**src/rtl/missile_ctl.sv**
```systemverilog
// Player missile sequencer: fire-edge launch, per-frame climb, removal at the
// screen top or on hit, then a frame-counted cooldown before the next shot.
module missile_ctl #(
  parameter int unsigned SPEED           = 8,
  parameter int unsigned MISSILE_HEIGHT  = 20,
  parameter int unsigned COOLDOWN_FRAMES = 10
) (
  input  logic        pclk,
  input  logic        rst,
  input  logic        fire,
  input  logic [10:0] ship_xpos,
  input  logic [10:0] ship_ypos,
  input  logic        vblnk_in,
  input  logic        hit,
  output logic [10:0] xpos,
  output logic [10:0] ypos,
  output logic        on,
  output logic        busy,
  output logic        shot
);

  localparam logic [10:0] SPEED_W  = 11'(SPEED);
  localparam logic [10:0] HEIGHT_W = 11'(MISSILE_HEIGHT);
  localparam logic [7:0]  COOL_W   = 8'(COOLDOWN_FRAMES);

  typedef enum logic [1:0] {IDLE, FLY, COOL} state_t;

  state_t     state;
  logic [7:0] cnt;
  logic       fire_d;
  logic       vblnk_d;
  logic       fire_edge;
  logic       tick;

  assign fire_edge = fire & ~fire_d;
  assign tick      = vblnk_in & ~vblnk_d;

  always_ff @(posedge pclk) begin
    if (rst) begin
      state   <= IDLE;
      xpos    <= '0;
      ypos    <= '0;
      on      <= 1'b0;
      busy    <= 1'b0;
      shot    <= 1'b0;
      cnt     <= '0;
      fire_d  <= 1'b0;
      vblnk_d <= 1'b0;
    end else begin
      fire_d  <= fire;
      vblnk_d <= vblnk_in;
      shot    <= 1'b0;
      case (state)
        IDLE: begin
          on   <= 1'b0;
          busy <= 1'b0;
          if (fire_edge) begin
            xpos  <= ship_xpos;
            ypos  <= (ship_ypos < HEIGHT_W) ? '0 : ship_ypos - HEIGHT_W;
            on    <= 1'b1;
            shot  <= 1'b1;
            busy  <= 1'b1;
            state <= FLY;
          end
        end
        FLY: begin
          busy <= 1'b1;
          // hit outranks the frame tick; ypos freezes where the hit landed
          if (hit) begin
            on    <= 1'b0;
            cnt   <= COOL_W;
            state <= COOL;
          end else if (tick) begin
            if (ypos < SPEED_W) begin
              ypos  <= '0;
              on    <= 1'b0;
              cnt   <= COOL_W;
              state <= COOL;
            end else begin
              ypos <= ypos - SPEED_W;
            end
          end
        end
        COOL: begin
          if (cnt == '0) begin
            busy  <= 1'b0;
            state <= IDLE;
          end else begin
            busy <= 1'b1;
            if (tick) cnt <= cnt - 8'd1;
          end
        end
        default: begin
          busy  <= 1'b0;
          on    <= 1'b0;
          state <= IDLE;
        end
      endcase
    end
  end

endmodule

```
**config.mk**
```make
export PLATFORM = sky130hd
export DESIGN_NAME = missile_ctl
export DESIGN_NICKNAME = d
export VERILOG_FILES = /design/src/rtl/missile_ctl.sv
export SDC_FILE = /design/constraint.sdc
export NUM_CORES = 1
export LEC_CHECK = 0
export BUFFER_PORTS_ARGS = -buffer_cell sky130_fd_sc_hd__buf_2
export CAP_MARGIN = 0
export CELL_PAD_IN_SITES_DETAIL_PLACEMENT = 0
export CELL_PAD_IN_SITES_GLOBAL_PLACEMENT = 1
export CORE_ASPECT_RATIO = 0.75
export CORE_MARGIN = 4
export CORE_UTILIZATION = 30
export DETAILED_ROUTE_END_ITERATION = 10
export HOLD_SLACK_MARGIN = 0.12
export PLACE_DENSITY_LB_ADDON = 0.3
export SKIP_LAST_GASP = 1
export SYNTH_ARGS = -nofsm -noshare
export SYNTH_HDL_FRONTEND = slang
export SYNTH_SLANG_ARGS = --single-unit
```
**constraint.sdc**
```tcl
create_clock -name pclk -period 3.9 [get_ports pclk]
set_input_delay 0.78 -clock pclk [delete_from_list [all_inputs] [get_ports pclk]]
set_output_delay 0.78 -clock pclk [all_outputs]
set_load 0.005 [all_outputs]
```
After elaboration in Yosys (flattened, before gate mapping)
Index checks and enable logic that the tools add are counted.
{ "totals": {"ff_bits": 37, "in_bits": 27, "out_inout_bits": 25, "wordCells": 65} }
{ "op_classes": {"n_addsub": 3, "magnitude_cmp": 2, "eq_ne": 10, "muxes": 25, "bitwise": 6, "reduce_logical": 10} }
{ "ops": {"columns": ["op", "n"], "rows": [
  ["two-way mux 11 bit", 5],
  ["two-way mux 8 bit", 5],
  ["case mux 11 bit (2 select lines)", 1],
  ["case mux 8 bit (2 select lines)", 1],
  ["!= test 2 bit, second input constant", 6],
  ["less-than comparator 11 x 4 -> 1 bit, second input constant", 1],
  ["less-than comparator 11 x 5 -> 1 bit, second input constant", 1],
  ["subtractor 11 x 4 -> 11 bit, second input constant", 1],
  ["subtractor 11 x 5 -> 11 bit, second input constant", 1],
  ["two-way mux 2 bit", 5],
  ["logical NOT 8 bit", 1],
  ["AND reduction 4 bit", 2],
  ["subtractor 8 x 1 -> 8 bit, second input constant", 1],
  ["!= test 3 bit, second input constant", 2],
  ["case mux 1 bit (3 select lines)", 2],
  ["case mux 2 bit (3 select lines)", 1],
  ["two-way mux 1 bit", 5],
  ["AND reduction 5 bit", 1],
  ["NOT 1 bit", 4],
  ["nonzero test 2 bit", 2],
  ["AND reduction 3 bit", 1],
  ["AND 1 bit", 2],
  ["equality test 2 x 1 -> 1 bit, second input constant", 1],
  ["equality test 2 bit, second input constant", 1],
  ["other kinds (3)", 3]
]} }

Longest topological paths before layout
Gate-level depths: netlist of the first run.
{ "depth": {"word_depth": 5, "mapped_depth": 8, "mapped_depth_nobuf": 7} }

Least setup slack after synthesis of the first run
Ideal clock, no wire load.
{ "synth_timing": {"path_kind": "input to register", "startpoint": "in fire", "endpoint": "reg ypos[7]", "setup_time_ns": 0.128, "arrival_ns": 2.002, "required_time_ns": 3.772, "slack_ns": 1.771, "stages": 7, "path_buffers": 2, "path_cell_list": "or4b_1 -> buf_2 -> o31ai_1 -> buf_4 -> o21ai_1 -> a221oi_1 -> nor2_1"} }
{ "synth_between": {"elab_chain_cells": 3} }
{ "synth_rtl": {"columns": ["element", "line_no", "source"], "rows": [
  ["start: declaration", "10", "input logic fire,"],
  ["AND 1 bit", "35", "assign fire_edge = fire & ~fire_d;"],
  ["!= test 2 bit (no source line)", null, null],
  ["AND reduction 4 bit (no source line)", null, null],
  ["end signal: assignment", "59", "ypos <= (ship_ypos < HEIGHT_W) ? '0 : ship_ypos - HEIGHT_W;"],
  ["end signal: assignment", "80", "ypos <= ypos - SPEED_W;"],
  ["end: declaration", "16", "output logic [10:0] ypos,"]
]} }
No other way between the ends.
A chain may end at the register's enable or synchronous reset.

Worst setup path after layout of the first run
{ "layout_timing": {"startpoint": "reg state[0]", "endpoint": "reg ypos[7]"} }
{ "layout_between": {"elab_chain_cells": 3, "word_cells_on_any_way": 8, "classes_between": "4 x eq/ne; 1 x mux; 3 x reduce/logical"} }
{ "layout_rtl": {"columns": ["element", "line_no", "source"], "rows": [
  ["start: declaration", "28", "state_t state;"],
  ["start signal: assignment", "40", "state <= IDLE;"],
  ["start signal: assignment", "63", "state <= FLY;"],
  ["start signal: assignment", "72", "state <= COOL;"],
  ["equality test 2 x 1 -> 1 bit / logical NOT 2 bit (equally long branches)", "53", "case (state)"],
  ["!= test 2 bit (no source line) / nonzero test 2 bit (equally long branches)", null, null],
  ["AND reduction 4 bit (no source line)", null, null]
]} }
Several ways; a longest one is shown, not always the timed one.

==> qor.json, run 1 <==
{
  "outcome": {
    "status": "completed"
  },
  "sta": {
    "hold_violations": 0,
    "rsz0062_at_grt": "no",
    "setup_total_negative_slack_ps": 0,
    "setup_violations": 0,
    "post-route-period-util": 0.620,
    "worst_slew_pin_slew_ps": 1130,
    "worst_slack_ps": 1480,
    "clock.fmax_ghz": 0.414,
    "finalCriticalPeriod_ps": 2420,
    "maxSlewViolCount": 0,
    "skew_ps": 7.39,
    "slew-limit-headroom": 0.237
  },
  "run": {
    "max-cap-violations": 0
  },
  "clocking": {
    "cts_max_path_buffers": 2,
    "post_cts.repair.setup_buffers": 0,
    "cts_sinks": 37,
    "holdBufCountCts": 0,
    "post_cts_resize_count": 0,
    "tritoncts.num_buffers": 5,
    "clock_tree.htree_level_count": 2,
    "clkLatencyLatePin_ps": 300,
    "cts_tree": "yes",
    "root_buffer": "sky130_fd_sc_hd__clkbuf_8",
    "clk_transition_reported_paths_ps": 80
  },
  "yosys": {
    "syn_avg_cell_area_sq_um": 8.40,
    "yosysWarnings": 0,
    "synth-main-ff-cell": "sky130_fd_sc_hd__dfxtp_1",
    "ys_ff_latch": 37,
    "ffs_w_async_s_r_synth": 0,
    "syn_nets": 258,
    "synth_cell_type_count": 49,
    "leading_post_synthesis_cells_by_cell_area": "sky130_fd_sc_hd__dfxtp_1, sky130_fd_sc_hd__nand2_1, sky130_fd_sc_hd__a21oi_1",
    "syn-instance-count": 227,
    "mappedNetlistArea_sq_um": 1910,
    "area_leader_netlist": "sky130_fd_sc_hd__dfxtp_1",
    "synth_enable_flop_cells": 0,
    "synth_seq_area_share": 0.388,
    "fraction_of_synthesized_cell_area_taken_by_the_top_area_cell_type": 0.388
  },
  "floorplanning": {
    "floorplan.die.height_microns": 77.0,
    "fp-row-count": 24,
    "floorplan.io_pins": 52,
    "floorplan.die_area_sq_um": 7710,
    "fp.dieW_microns": 100,
    "initial_core_util": 0.319,
    "coreArea_sq_um": 5980
  },
  "cells_and_area": {
    "syn2layout_area_growth_pct": 21.3,
    "finalNetCount": 307,
    "layout_filler_cell_count": 639,
    "layout_common_cells": "sky130_fd_sc_hd__buf_2, sky130_fd_sc_hd__dfxtp_1, sky130_fd_sc_hd__nand2_1, sky130_fd_sc_hd__nor2_1, sky130_fd_sc_hd__a21oi_1",
    "layout-drive-gt1-share": 0.260,
    "layout.area.seq_sq_um": 741,
    "antenna-diode-count": 0,
    "multiInputGateArea_sq_um": 1080,
    "most_common_library_cell_in_the_layout_ignoring_fill_and_taps": "sky130_fd_sc_hd__buf_2"
  },
  "grt": {
    "antenna_violations_before_repair": 0,
    "wire_length_of_the_first_global_routing_pass_mm": 8.40,
    "grt.total_usage": 0.133,
    "grt_max_degree": 35,
    "globalRouteOverflowTotal": 0,
    "vias_in_the_first_global_route": 1736
  },
  "setup_path": {
    "required_ps": 4060,
    "startpoint_type": "register",
    "worst-endpoint-arrival_ps": 2580,
    "endpoint_kind": "register",
    "critPathKind": "register to register",
    "worstPathMaxFanout": 11
  },
  "power_and_ir_drop": {
    "internal_power_w": 0.000667,
    "p_clk_frac": 0.278,
    "p_sw_w": 0.000340,
    "cellPowerDensity_nw_per_um2": 436,
    "static_leakage_nw": 0.966,
    "netSwitchingFraction": 0.337,
    "vdd_drop_max_mv": 0.175,
    "combPwrFrac": 0.271,
    "share_seq_of_total_power": 0.451
  },
  "place": {
    "place.detailed.hpwl_mm": 3.51,
    "setup_slack_at_placement_ps": 1170,
    "place.port_buffers": 51,
    "gp_congestion": 0.769
  },
  "routing": {
    "detail_route.iter0.violations": 91,
    "postRouteAntennaNets": 0,
    "drt_pass1_iterations": 4,
    "routed_wire_length_per_instance_microns": 13.4,
    "routed_wl_mm": 4.75,
    "route.detailed.vias_per_inst": 4.81,
    "drc": 0,
    "num_vias": 1707
  },
  "worst_hold_path": {
    "hold_class": "register to register"
  }
}
## cell families (layout without fill, tap and decap cells)
| logic type | count (synthesis) | count (layout) | share of synthesized area |
|---|---|---|---|
| fa+ha+maj | 4 | 4 | 0.0262 |
| xor+xnor | 13 | 13 | 0.0597 |
| flops | 37 | 37 | 0.388 |
| simple gates | 99 | 99 | 0.285 |
| buf+inv | 20 | 70 | 0.0433 |
| mux | 2 | 2 | 0.0112 |
| compound gates | 52 | 52 | 0.186 |
## synthesized netlist by cell type, types with 2 or more instances
cell type                   n
sky130_fd_sc_hd__nand4_1    2
sky130_fd_sc_hd__a311oi_1   2
sky130_fd_sc_hd__nand3b_1   2
sky130_fd_sc_hd__inv_1     10
sky130_fd_sc_hd__dfxtp_1   37
sky130_fd_sc_hd__nand2b_1   6
sky130_fd_sc_hd__a211oi_1   2
sky130_fd_sc_hd__buf_2      3
sky130_fd_sc_hd__or4_1      3
sky130_fd_sc_hd__ha_1       4
sky130_fd_sc_hd__o21ai_1    7
sky130_fd_sc_hd__o21ai_0    5
sky130_fd_sc_hd__a21oi_1   21
sky130_fd_sc_hd__clkbuf_1   6
sky130_fd_sc_hd__nor4_1     7
sky130_fd_sc_hd__a32oi_1    3
sky130_fd_sc_hd__xnor2_1    8
sky130_fd_sc_hd__nor2b_1    6
sky130_fd_sc_hd__nand2_1   29
sky130_fd_sc_hd__nor3_1     6
sky130_fd_sc_hd__xor2_1     5
sky130_fd_sc_hd__nor2_1    26
## worst paths after layout
kind / slack, ps / cells after the start / from / to
setup / recovery: 1480 / 5 / state[0]$_SDFFE_PP0P_ / ypos[7]$_SDFFE_PP0P_
hold / removal: 460 / 2 / xpos[10]$_SDFFE_PP0P_ / xpos[10]$_SDFFE_PP0P_
setup reg to reg: 1480 / 5 / state[0]$_SDFFE_PP0P_ / ypos[7]$_SDFFE_PP0P_
hold reg to reg: 460 / 2 / xpos[10]$_SDFFE_PP0P_ / xpos[10]$_SDFFE_PP0P_
## power groups by stage
| stage | combinational [W] | clock [W] | sequential [W] |
|---|---|---|---|
| finish | 0.000273 | 0.000280 | 0.000454 |
| global route | 0.000314 | 0.000307 | 0.000461 |
| CTS | 0.000275 | 0.000288 | 0.000454 |
| detailed placement | 0.000274 | 0 | 0.000463 |
| global placement | 0.000275 | 0 | 0.000463 |
| floorplan | 0.000204 | 0 | 0.000454 |
## critical path, cell delays in order, from the launching register on
cell and delay (ps):
sky130_fd_sc_hd__dfxtp_1 480, sky130_fd_sc_hd__nand2b_1 260, sky130_fd_sc_hd__o31ai_1 970, sky130_fd_sc_hd__o21ai_1 160
sky130_fd_sc_hd__a221oi_1 350, sky130_fd_sc_hd__nor2_1 60
## stage by stage
| step | util | total power, W | hold WS (ps) | cell area [sq um] | std cells |
|---|---|---|---|---|---|
| after CTS | 0.387 | 0.00102 | 459 | 2310 | 355 |
| after detailed placement | 0.372 | 0.000737 | 447 | 2220 | 347 |
| after global placement | 0.372 | 0.000738 | 446 | 2220 | 347 |
| after global routing | 0.387 | 0.00108 | 485 | 2310 | 355 |
| final | 0.387 | 0.00101 | 459 | 2310 | 355 |
| after floorplan | - | 0.000658 | 453 | 1910 | 227 |
## cell type report
type | count | share of cell area
clock buffers | 5 | 0.0298
clock inverters | 3 | 0.00920
inverters | 10 | 0.0162
multi-input cells | 170 | 0.469
flip-flops and latches | 37 | 0.320
well taps | 78 | 0.0422
repair buffers | 52 | 0.114
## routing by layer
layer | wire, microns | GRT usage
met1 | 2580 | 0.203
met2 | 1870 | 0.176
met3 | 236 | 0.0399
met4 | 76 | 0.0431
met5 | 0 | 0
## sequential cells by signal, indices dropped and copies added, names as in the netlist
| signal | count |
|---|---|
| xpos | 11 |
| busy | 1 |
| vblnk_d | 1 |
| fire_d | 1 |
| shot | 1 |
| cnt | 8 |
| state | 2 |
| ypos | 11 |
| on | 1 |
Power figures use the tool's default switching activity.
==> run 2, diff against run 1 <==
Clock period 3.9 ns to 2.1 ns, I/O delays scaled along.
==> run 2 against run 1 <==
Clock power rose by 120%. Sequential cell count did not move. Die area did not move. Sequential share of layout area fell by 1.4 points. Sequential power rose by 85%. Global-route usage fell by 0.19 points. Via count rose by 3.6%. First-iteration DRC count fell by 12%. Critical endpoint is now ypos[8]$_SDFFE_PP0P_. Routed wire length rose by 2.5%. Setup slack got worse by 1300 ps. Non-clock buffer count rose by 10. Register-to-register slack got worse by 1300 ps.
==> qor.json, run 2 (same netlist as run 1, synthesis figures left out) <==
{
  "sta": {
    "skew": {"value": 10.8, "unit": "ps", "change": "+3.43 ps"},
    "hold_violations": {"value": 0, "change": "unchanged"},
    "clock.fmax": {"value": 0.512, "unit": "GHz", "change": "+24%"},
    "slew-limit-headroom": {"value": 0.598, "change": "+0.361"},
    "finalCriticalPeriod": {"value": 1950, "unit": "ps", "change": "-465 ps"},
    "setup_violations": {"value": 0, "change": "unchanged"},
    "worst_slack": {"value": 148, "unit": "ps", "change": "-1340 ps"},
    "worst_slew_pin_slew": {"value": 601, "unit": "ps", "change": "-534 ps"},
    "post-route-period-util": {"value": 0.929, "change": "+0.310"},
    "maxSlewViolCount": {"value": 0, "change": "unchanged"}
  },
  "setup_path": {
    "worst-endpoint-arrival": {"value": 2120, "unit": "ps", "change": "-460 ps"},
    "worst_r2r_startpoint": "ypos[3]$_SDFFE_PP0P_",
    "critPathKind": "register to register",
    "r2r_end": "ypos[8]$_SDFFE_PP0P_",
    "startpoint_type": "register",
    "worstPathMaxFanout": {"value": 8, "change": "-3"},
    "endpoint_kind": "register",
    "worstSetupStartpoint": "ypos[3]$_SDFFE_PP0P_",
    "rr_worst_depth": {"value": 7, "change": "+2"},
    "required": {"value": 2270, "unit": "ps", "change": "-1790 ps"},
    "r2r_setup_slack": {"value": 150, "unit": "ps", "change": "-1340 ps"}
  },
  "routing": {
    "route.detailed.vias_per_inst": {"value": 4.85, "change": "+0.79%"},
    "num_vias": {"value": 1769, "change": "+3.6%"},
    "drc": {"value": 0, "change": "unchanged"},
    "detail_route.iter0.violations": {"value": 80, "change": "-12%"},
    "postRouteAntennaNets": {"value": 0, "change": "unchanged"},
    "drt_pass1_iterations": {"value": 4, "change": "unchanged"},
    "routed_wire_length_per_instance": {"value": 13.4, "unit": "microns", "change": "-0.28%"},
    "routed_wl": {"value": 4.87, "unit": "mm", "change": "+2.5%"}
  },
  "cells_and_area": {
    "multiInputGateArea": {"value": 1090, "unit": "sq um", "change": "+0.69%"},
    "layout.core_utilization": {"value": 0.404, "change": "+0.0174"},
    "syn2layout_area_growth_pct": 26.7,
    "antenna-diode-count": {"value": 0, "change": "unchanged"},
    "layout_top_registers": "xpos (11), ypos (11), cnt (8)",
    "post-route-cell-area": {"value": 2420, "unit": "sq um", "change": "+4.5%"},
    "layout.area.seq": {"value": 741, "unit": "sq um", "change": "unchanged"},
    "layout-drive-gt1-share": {"value": 0.282, "change": "+0.0223"},
    "layout_filler_cell_count": {"value": 642, "change": "+0.47%"},
    "layout_common_cells": "sky130_fd_sc_hd__buf_2, sky130_fd_sc_hd__dfxtp_1, sky130_fd_sc_hd__nand2_1, sky130_fd_sc_hd__nor2_1, sky130_fd_sc_hd__a21oi_1",
    "finalNetCount": {"value": 317, "change": "+3.3%"},
    "most_common_library_cell_in_the_layout_ignoring_fill_and_taps": "sky130_fd_sc_hd__buf_2"
  },
  "run": {
    "max-cap-violations": {"value": 0, "change": "unchanged"}
  },
  "floorplanning": {
    "fp.dieW": {"value": 100, "unit": "microns", "change": "unchanged"},
    "floorplan.die_area": {"value": 7710, "unit": "sq um", "change": "unchanged"},
    "fp-row-count": {"value": 24, "change": "unchanged"},
    "floorplan.die.height": {"value": 77.0, "unit": "microns", "change": "unchanged"},
    "floorplan.io_pins": {"value": 52, "change": "unchanged"},
    "initial_core_util": {"value": 0.319, "change": "unchanged"},
    "coreArea": {"value": 5980, "unit": "sq um", "change": "unchanged"}
  },
  "place": {
    "place.detailed.hpwl": {"value": 3.71, "unit": "mm", "change": "+5.5%"},
    "gp_congestion": {"value": 0.733, "change": "-4.8%"},
    "place.port_buffers": {"value": 51, "change": "unchanged"},
    "setup_slack_at_placement": {"value": 117, "unit": "ps", "change": "-1050 ps"},
    "placedInstanceArea": {"value": 2300, "unit": "sq um", "change": "+3.4%"}
  },
  "clocking": {
    "cts_max_path_buffers": {"value": 2, "change": "unchanged"},
    "cts_tree": "yes",
    "root_buffer": "sky130_fd_sc_hd__clkbuf_8",
    "cts_sinks": {"value": 37, "change": "unchanged"},
    "holdBufCountCts": {"value": 0, "change": "unchanged"},
    "clk_transition_reported_paths": {"value": 80, "unit": "ps", "change": "about the same"},
    "clock_tree.htree_level_count": {"value": 2, "change": "unchanged"},
    "tritoncts.num_buffers": {"value": 5, "change": "unchanged"},
    "clkLatencyLatePin": {"value": 300, "unit": "ps", "change": "about the same"}
  },
  "grt": {
    "antenna_violations_before_repair": {"value": 0, "change": "unchanged"},
    "wire_length_of_the_first_global_routing_pass": {"value": 8.21, "unit": "mm", "change": "-2.2%"},
    "vias_in_the_first_global_route": {"value": 1649, "change": "-5.0%"},
    "grt.total_usage": {"value": 0.132, "change": "-0.00191"},
    "globalRouteOverflowTotal": {"value": 0, "change": "unchanged"},
    "grt_max_degree": {"value": 20, "change": "-43%"}
  },
  "power_and_ir_drop": {
    "vdd_drop_max": {"value": 0.356, "unit": "mV", "change": "+100%"},
    "static_leakage": {"value": 1.02, "unit": "nW", "change": "+6.1%"},
    "cellPowerDensity": {"value": 834, "unit": "nW/um^2", "change": "+92%"}
  },
  "outcome": {
    "status": "completed"
  },
  "worst_hold_path": {
    "hold_end": "xpos[7]$_SDFFE_PP0P_",
    "worstHoldPathCells": {"value": 3, "change": "+1"},
    "hold_class": "input port to register",
    "hold_start": "ship_xpos[7]"
  }
}
-- run 2: layer usage --
layer	wire [microns]	track usage
met5	0	0
met4	42	0.0390
met3	379	0.0481
met2	1960	0.169
met1	2490	0.200
-- run 2: layout make-up --
class,instances,area share
inverter,10,0.0155
multi-input combinational,170,0.452
clock buffer,6,0.0300
sequential,37,0.307
clock inverter,2,0.0161
tap,78,0.0404
timing repair buffer,62,0.140
-- run 2: worst max path at each step --
stage,endpoint,slack [ps],cells after the start
5_1_grt,cnt[3]$_SDFFE_PP0P_,-9,7
4_1_cts,ypos[8]$_SDFFE_PP0P_,90,7
6_report,ypos[8]$_SDFFE_PP0P_,150,7
2_1_floorplan,ypos[7]$_SDFFE_PP0P_,240,8
3_3_place_gp,ypos[8]$_SDFFE_PP0P_,160,7
3_5_place_dp,ypos[8]$_SDFFE_PP0P_,120,7
-- run 2: timing repair --
| item | in CTS | in global routing |
|---|---|---|
| setup buffers | 0 | 0 |
| setup endpoints to repair | 0 | 4 |
| gates resized for setup | 0 | 1 |
-- run 2: metrics by stage --
step                      setup TNS, ps  power [W]  instances  hold WS, ps
after global routing              -9.30    0.00216        365          354
after global placement                0    0.00140        357          439
after CTS                             0    0.00204        365          344
final                                 0    0.00202        365          352
after floorplan                       0    0.00122        227          453
after detailed placement              0    0.00140        357          444
-- run 2: critical path: stages (launching register included) --
cell,delay (ps)
sky130_fd_sc_hd__dfxtp_1,340
sky130_fd_sc_hd__inv_1,80
sky130_fd_sc_hd__ha_1,180
sky130_fd_sc_hd__or3b_2,520
sky130_fd_sc_hd__o21ai_4,280
sky130_fd_sc_hd__nor2_1,130
sky130_fd_sc_hd__a22oi_1,190
sky130_fd_sc_hd__o22ai_1,100
-- run 2: power by group --
group / switching (W) / leakage, nW / total (W) / internal (W)
sequential: 0.0000679 / 0.304 / 0.000839 / 0.000771
combinational: 0.000289 / 0.666 / 0.000549 / 0.000259
clock: 0.000271 / 0.0554 / 0.000628 / 0.000357
==> run 3, diff against run 2 <==
Settings changed: CTS_CLUSTER_DIAMETER set to 30, SLEW_MARGIN set to 20.
Clock period 2.1 ns to 1.85 ns, I/O delays scaled along.
==> run 3 against run 2 <==
Clock skew decreased by 7.3 ps. Sequential share of layout area fell by 2.4 points. Clock-buffer cell count is 1 lower. Critical path type unchanged. Sequential power up 11%. Utilization is 3.5 points higher. Sequential cell count stayed put. Critical endpoint is now cnt[7]$_SDFFE_PP0P_. Hold slack got worse by 47 ps.
==> qor.json, run 3 (same netlist as run 1, synthesis figures left out) <==
{
  "cells_and_area": {
    "layout-drive-gt1-share": {"value": 0.356, "change": "+0.0740"},
    "stdcell_count": {"value": 384, "change": "+5.2%"},
    "finalNetCount": {"value": 336, "change": "+6.0%"},
    "post-route-cell-area": {"value": 2620, "unit": "sq um", "change": "+8.6%"},
    "layout_top_registers": "xpos (11), ypos (11), cnt (8)",
    "syn2layout_area_growth_pct": 37.6,
    "layout.core_utilization": {"value": 0.439, "change": "+0.0348"},
    "multiInputGateArea": {"value": 1170, "unit": "sq um", "change": "+7.5%"},
    "layout.area.seq": {"value": 742, "unit": "sq um", "change": "+0.17%"},
    "layout_filler_cell_count": {"value": 625, "change": "-2.6%"},
    "antenna-diode-count": {"value": 0, "change": "unchanged"},
    "most_common_library_cell_in_the_layout_ignoring_fill_and_taps": "sky130_fd_sc_hd__buf_2",
    "layout_common_cells": "sky130_fd_sc_hd__buf_2, sky130_fd_sc_hd__dfxtp_1, sky130_fd_sc_hd__nand2_1, sky130_fd_sc_hd__buf_4, sky130_fd_sc_hd__nor2_1"
  },
  "routing": {
    "routed_wl": {"value": 5.10, "unit": "mm", "change": "+4.6%"},
    "top_layer": "met4",
    "drc": {"value": 0, "change": "unchanged"},
    "met2_wirelength": {"value": 2.11, "unit": "mm", "change": "+7.6%"},
    "num_vias": {"value": 1853, "change": "+4.7%"},
    "drt_pass1_iterations": {"value": 4, "change": "unchanged"},
    "route.detailed.vias_per_inst": {"value": 4.83, "change": "-0.43%"},
    "routed_wire_length_per_instance": {"value": 13.3, "unit": "microns", "change": "-0.54%"},
    "postRouteAntennaNets": {"value": 0, "change": "unchanged"},
    "detail_route.iter0.violations": {"value": 45, "change": "-44%"},
    "wl_met3": {"value": 328, "unit": "microns", "change": "-13%"},
    "drt-met1-wl": {"value": 2.61, "unit": "mm", "change": "+4.7%"}
  },
  "power_and_ir_drop": {
    "internal_power": {"value": 0.00153, "unit": "W", "change": "+11%"},
    "overall_power_after_layout": {"value": 0.00231, "unit": "W", "change": "+15%"},
    "combPwrFrac": {"value": 0.343, "change": "+0.071"},
    "vdd_drop_max": {"value": 0.331, "unit": "mV", "change": "-7.2%"},
    "p_sw": {"value": 0.000775, "unit": "W", "change": "+23%"},
    "static_leakage": {"value": 1.13, "unit": "nW", "change": "+9.9%"},
    "p_clk_frac": {"value": 0.252, "change": "-0.060"},
    "share_seq_of_total_power": {"value": 0.405, "change": "-0.011"},
    "cellPowerDensity": {"value": 880, "unit": "nW/um^2", "change": "+5.5%"},
    "netSwitchingFraction": {"value": 0.336, "change": "+0.0239"}
  },
  "worst_hold_path": {
    "worstHoldPathCells": {"value": 3, "change": "unchanged"},
    "hold_start": "ship_xpos[2]",
    "hold_class": "input port to register",
    "hold_end": "xpos[2]$_SDFFE_PP0P_"
  },
  "clocking": {
    "tritoncts.num_buffers": {"value": 5, "change": "unchanged"},
    "root_buffer": "sky130_fd_sc_hd__clkbuf_8",
    "cts_tree": "yes",
    "cts_sinks": {"value": 37, "change": "unchanged"},
    "clk_transition_reported_paths": {"value": 80, "unit": "ps", "change": "about the same"},
    "clock_tree.htree_level_count": {"value": 2, "change": "unchanged"},
    "holdBufCountCts": {"value": 0, "change": "unchanged"},
    "cts_max_path_buffers": {"value": 2, "change": "unchanged"},
    "clkLatencyLatePin": {"value": 290, "unit": "ps", "change": "about the same"}
  },
  "setup_path": {
    "startpoint_type": "register",
    "r2r_setup_slack": {"value": 20, "unit": "ps", "change": "-130 ps"},
    "worst-endpoint-arrival": {"value": 2020, "unit": "ps", "change": "-100 ps"},
    "worst_r2r_startpoint": "cnt[2]$_SDFFE_PP0P_",
    "endpoint_kind": "register",
    "required": {"value": 2030, "unit": "ps", "change": "-240 ps"},
    "rr_worst_depth": {"value": 5, "change": "-2"},
    "worstPathMaxFanout": {"value": 4, "change": "-4"},
    "r2r_end": "cnt[7]$_SDFFE_PP0P_",
    "critPathKind": "register to register"
  },
  "floorplanning": {
    "floorplan.die_area": {"value": 7710, "unit": "sq um", "change": "unchanged"},
    "fp-row-count": {"value": 24, "change": "unchanged"},
    "floorplan.io_pins": {"value": 52, "change": "unchanged"},
    "initial_core_util": {"value": 0.319, "change": "unchanged"},
    "floorplan.die.height": {"value": 77.0, "unit": "microns", "change": "unchanged"},
    "coreArea": {"value": 5980, "unit": "sq um", "change": "unchanged"},
    "fp.dieW": {"value": 100, "unit": "microns", "change": "unchanged"}
  },
  "sta": {
    "hold_violations": {"value": 0, "change": "unchanged"},
    "setup_violations": {"value": 0, "change": "unchanged"},
    "slew-limit-headroom": {"value": 0.576, "change": "-0.0220"},
    "rsz0062_at_grt": "yes",
    "worst_slack": {"value": 16.4, "unit": "ps", "change": "-132 ps"},
    "worst_slew_pin_slew": {"value": 635, "unit": "ps", "change": "+34.5 ps"},
    "skew": {"value": 3.48, "unit": "ps", "change": "-7.34 ps"},
    "maxSlewViolCount": {"value": 0, "change": "unchanged"},
    "finalCriticalPeriod": {"value": 1830, "unit": "ps", "change": "-118 ps"},
    "clock.fmax": {"value": 0.545, "unit": "GHz", "change": "+6.5%"},
    "post-route-period-util": {"value": 0.991, "change": "+0.0617"}
  },
  "grt": {
    "wire_length_of_the_first_global_routing_pass": {"value": 8.47, "unit": "mm", "change": "+3.2%"},
    "grt.total_usage": {"value": 0.134, "change": "+0.00238"},
    "globalRouteOverflowTotal": {"value": 0, "change": "unchanged"},
    "antenna_violations_before_repair": {"value": 0, "change": "unchanged"},
    "grt_max_degree": {"value": 24, "change": "+20%"},
    "vias_in_the_first_global_route": {"value": 1812, "change": "+9.9%"}
  },
  "place": {
    "gp_congestion": {"value": 0.806, "change": "+10%"},
    "place.port_buffers": {"value": 51, "change": "unchanged"},
    "placedInstanceArea": {"value": 2400, "unit": "sq um", "change": "+4.6%"},
    "place.detailed.hpwl": {"value": 3.68, "unit": "mm", "change": "-0.78%"},
    "setup_slack_at_placement": {"value": -76.5, "unit": "ps", "change": "-194 ps"},
    "placed_cells_incl_taps": {"value": 371, "change": "+3.9%"}
  },
  "outcome": {
    "status": "completed"
  },
  "run": {
    "max-cap-violations": {"value": 0, "change": "unchanged"}
  }
}
==> run 3: changes by cell type in the layout (fill, tap and decap cells not counted), moves of 2 or more <==
cell | previous run | this run
sky130_fd_sc_hd__buf_4 | 11 | 29
sky130_fd_sc_hd__nor4_2 | 1 | 3
sky130_fd_sc_hd__nor4_4 | 1 | 3
sky130_fd_sc_hd__nor4_1 | 7 | 3
==> run 3: area by class of cell <==
| class | count | area share |
|---|---|---|
| repair buffers | 81 | 0.185 |
| well taps | 78 | 0.0372 |
| clock inverters | 3 | 0.00811 |
| clock buffers | 5 | 0.0262 |
| multi-input cells | 170 | 0.447 |
| inverters | 10 | 0.0143 |
| flip-flops and latches | 37 | 0.283 |
==> run 3: worst max path at each step <==
stage / start / endpoint / slack (ps) / depth (start not counted)
3_3_place_gp: ypos[3]$_SDFFE_PP0P_ / ypos[3]$_SDFFE_PP0P_ / -60 / 8
6_report: cnt[2]$_SDFFE_PP0P_ / cnt[7]$_SDFFE_PP0P_ / 20 / 5
4_1_cts: ypos[3]$_SDFFE_PP0P_ / cnt[5]$_SDFFE_PP0P_ / 20 / 8
3_5_place_dp: ypos[3]$_SDFFE_PP0P_ / ypos[3]$_SDFFE_PP0P_ / -80 / 8
5_1_grt: cnt[2]$_SDFFE_PP0P_ / cnt[3]$_SDFFE_PP0P_ / -90 / 6
2_1_floorplan: state[1]$_SDFFE_PP0P_ / ypos[7]$_SDFFE_PP0P_ / 10 / 8
==> run 3: timing repair <==
action | 4_1_cts | 5_1_grt
setup buffers | 0 | 5
resized for setup | 5 | 12
pin swaps | 1 | 5
setup endpoints to repair | 13 | 9
==> run 3: metal layers <==
metal / GRT usage / vias up
li1: - / 954
met1: 0.195 / 851
met2: 0.190 / 41
met3: 0.0435 / 7
met4: 0.0323 / 0
met5: 0 / -
==> run 3: power by group through the flow <==
stage,Clock [W],Sequential [W],Combinational [W]
global route,0.000636,0.000948,0.000879
finish,0.000583,0.000934,0.000792
global placement,0,0.000950,0.000693
detailed placement,0,0.000949,0.000690
CTS,0.000601,0.000934,0.000713
floorplan,0,0.000957,0.000431
==> run 3: critical path, stage by stage (launching register included) <==
cell and delay [ps]:
sky130_fd_sc_hd__dfxtp_2 320, sky130_fd_sc_hd__or4_4 570, sky130_fd_sc_hd__or4_1 470, sky130_fd_sc_hd__nor4_4 160
sky130_fd_sc_hd__xnor2_1 150, sky130_fd_sc_hd__nor2_1 60
==> run 3: stage by stage <==
step | hold WS (ps) | setup TNS, ps
finish | 305 | 0
global route | 291 | -290
CTS | 296 | 0
detailed placement | 448 | -328
global placement | 438 | -129
floorplan | 453 | 0
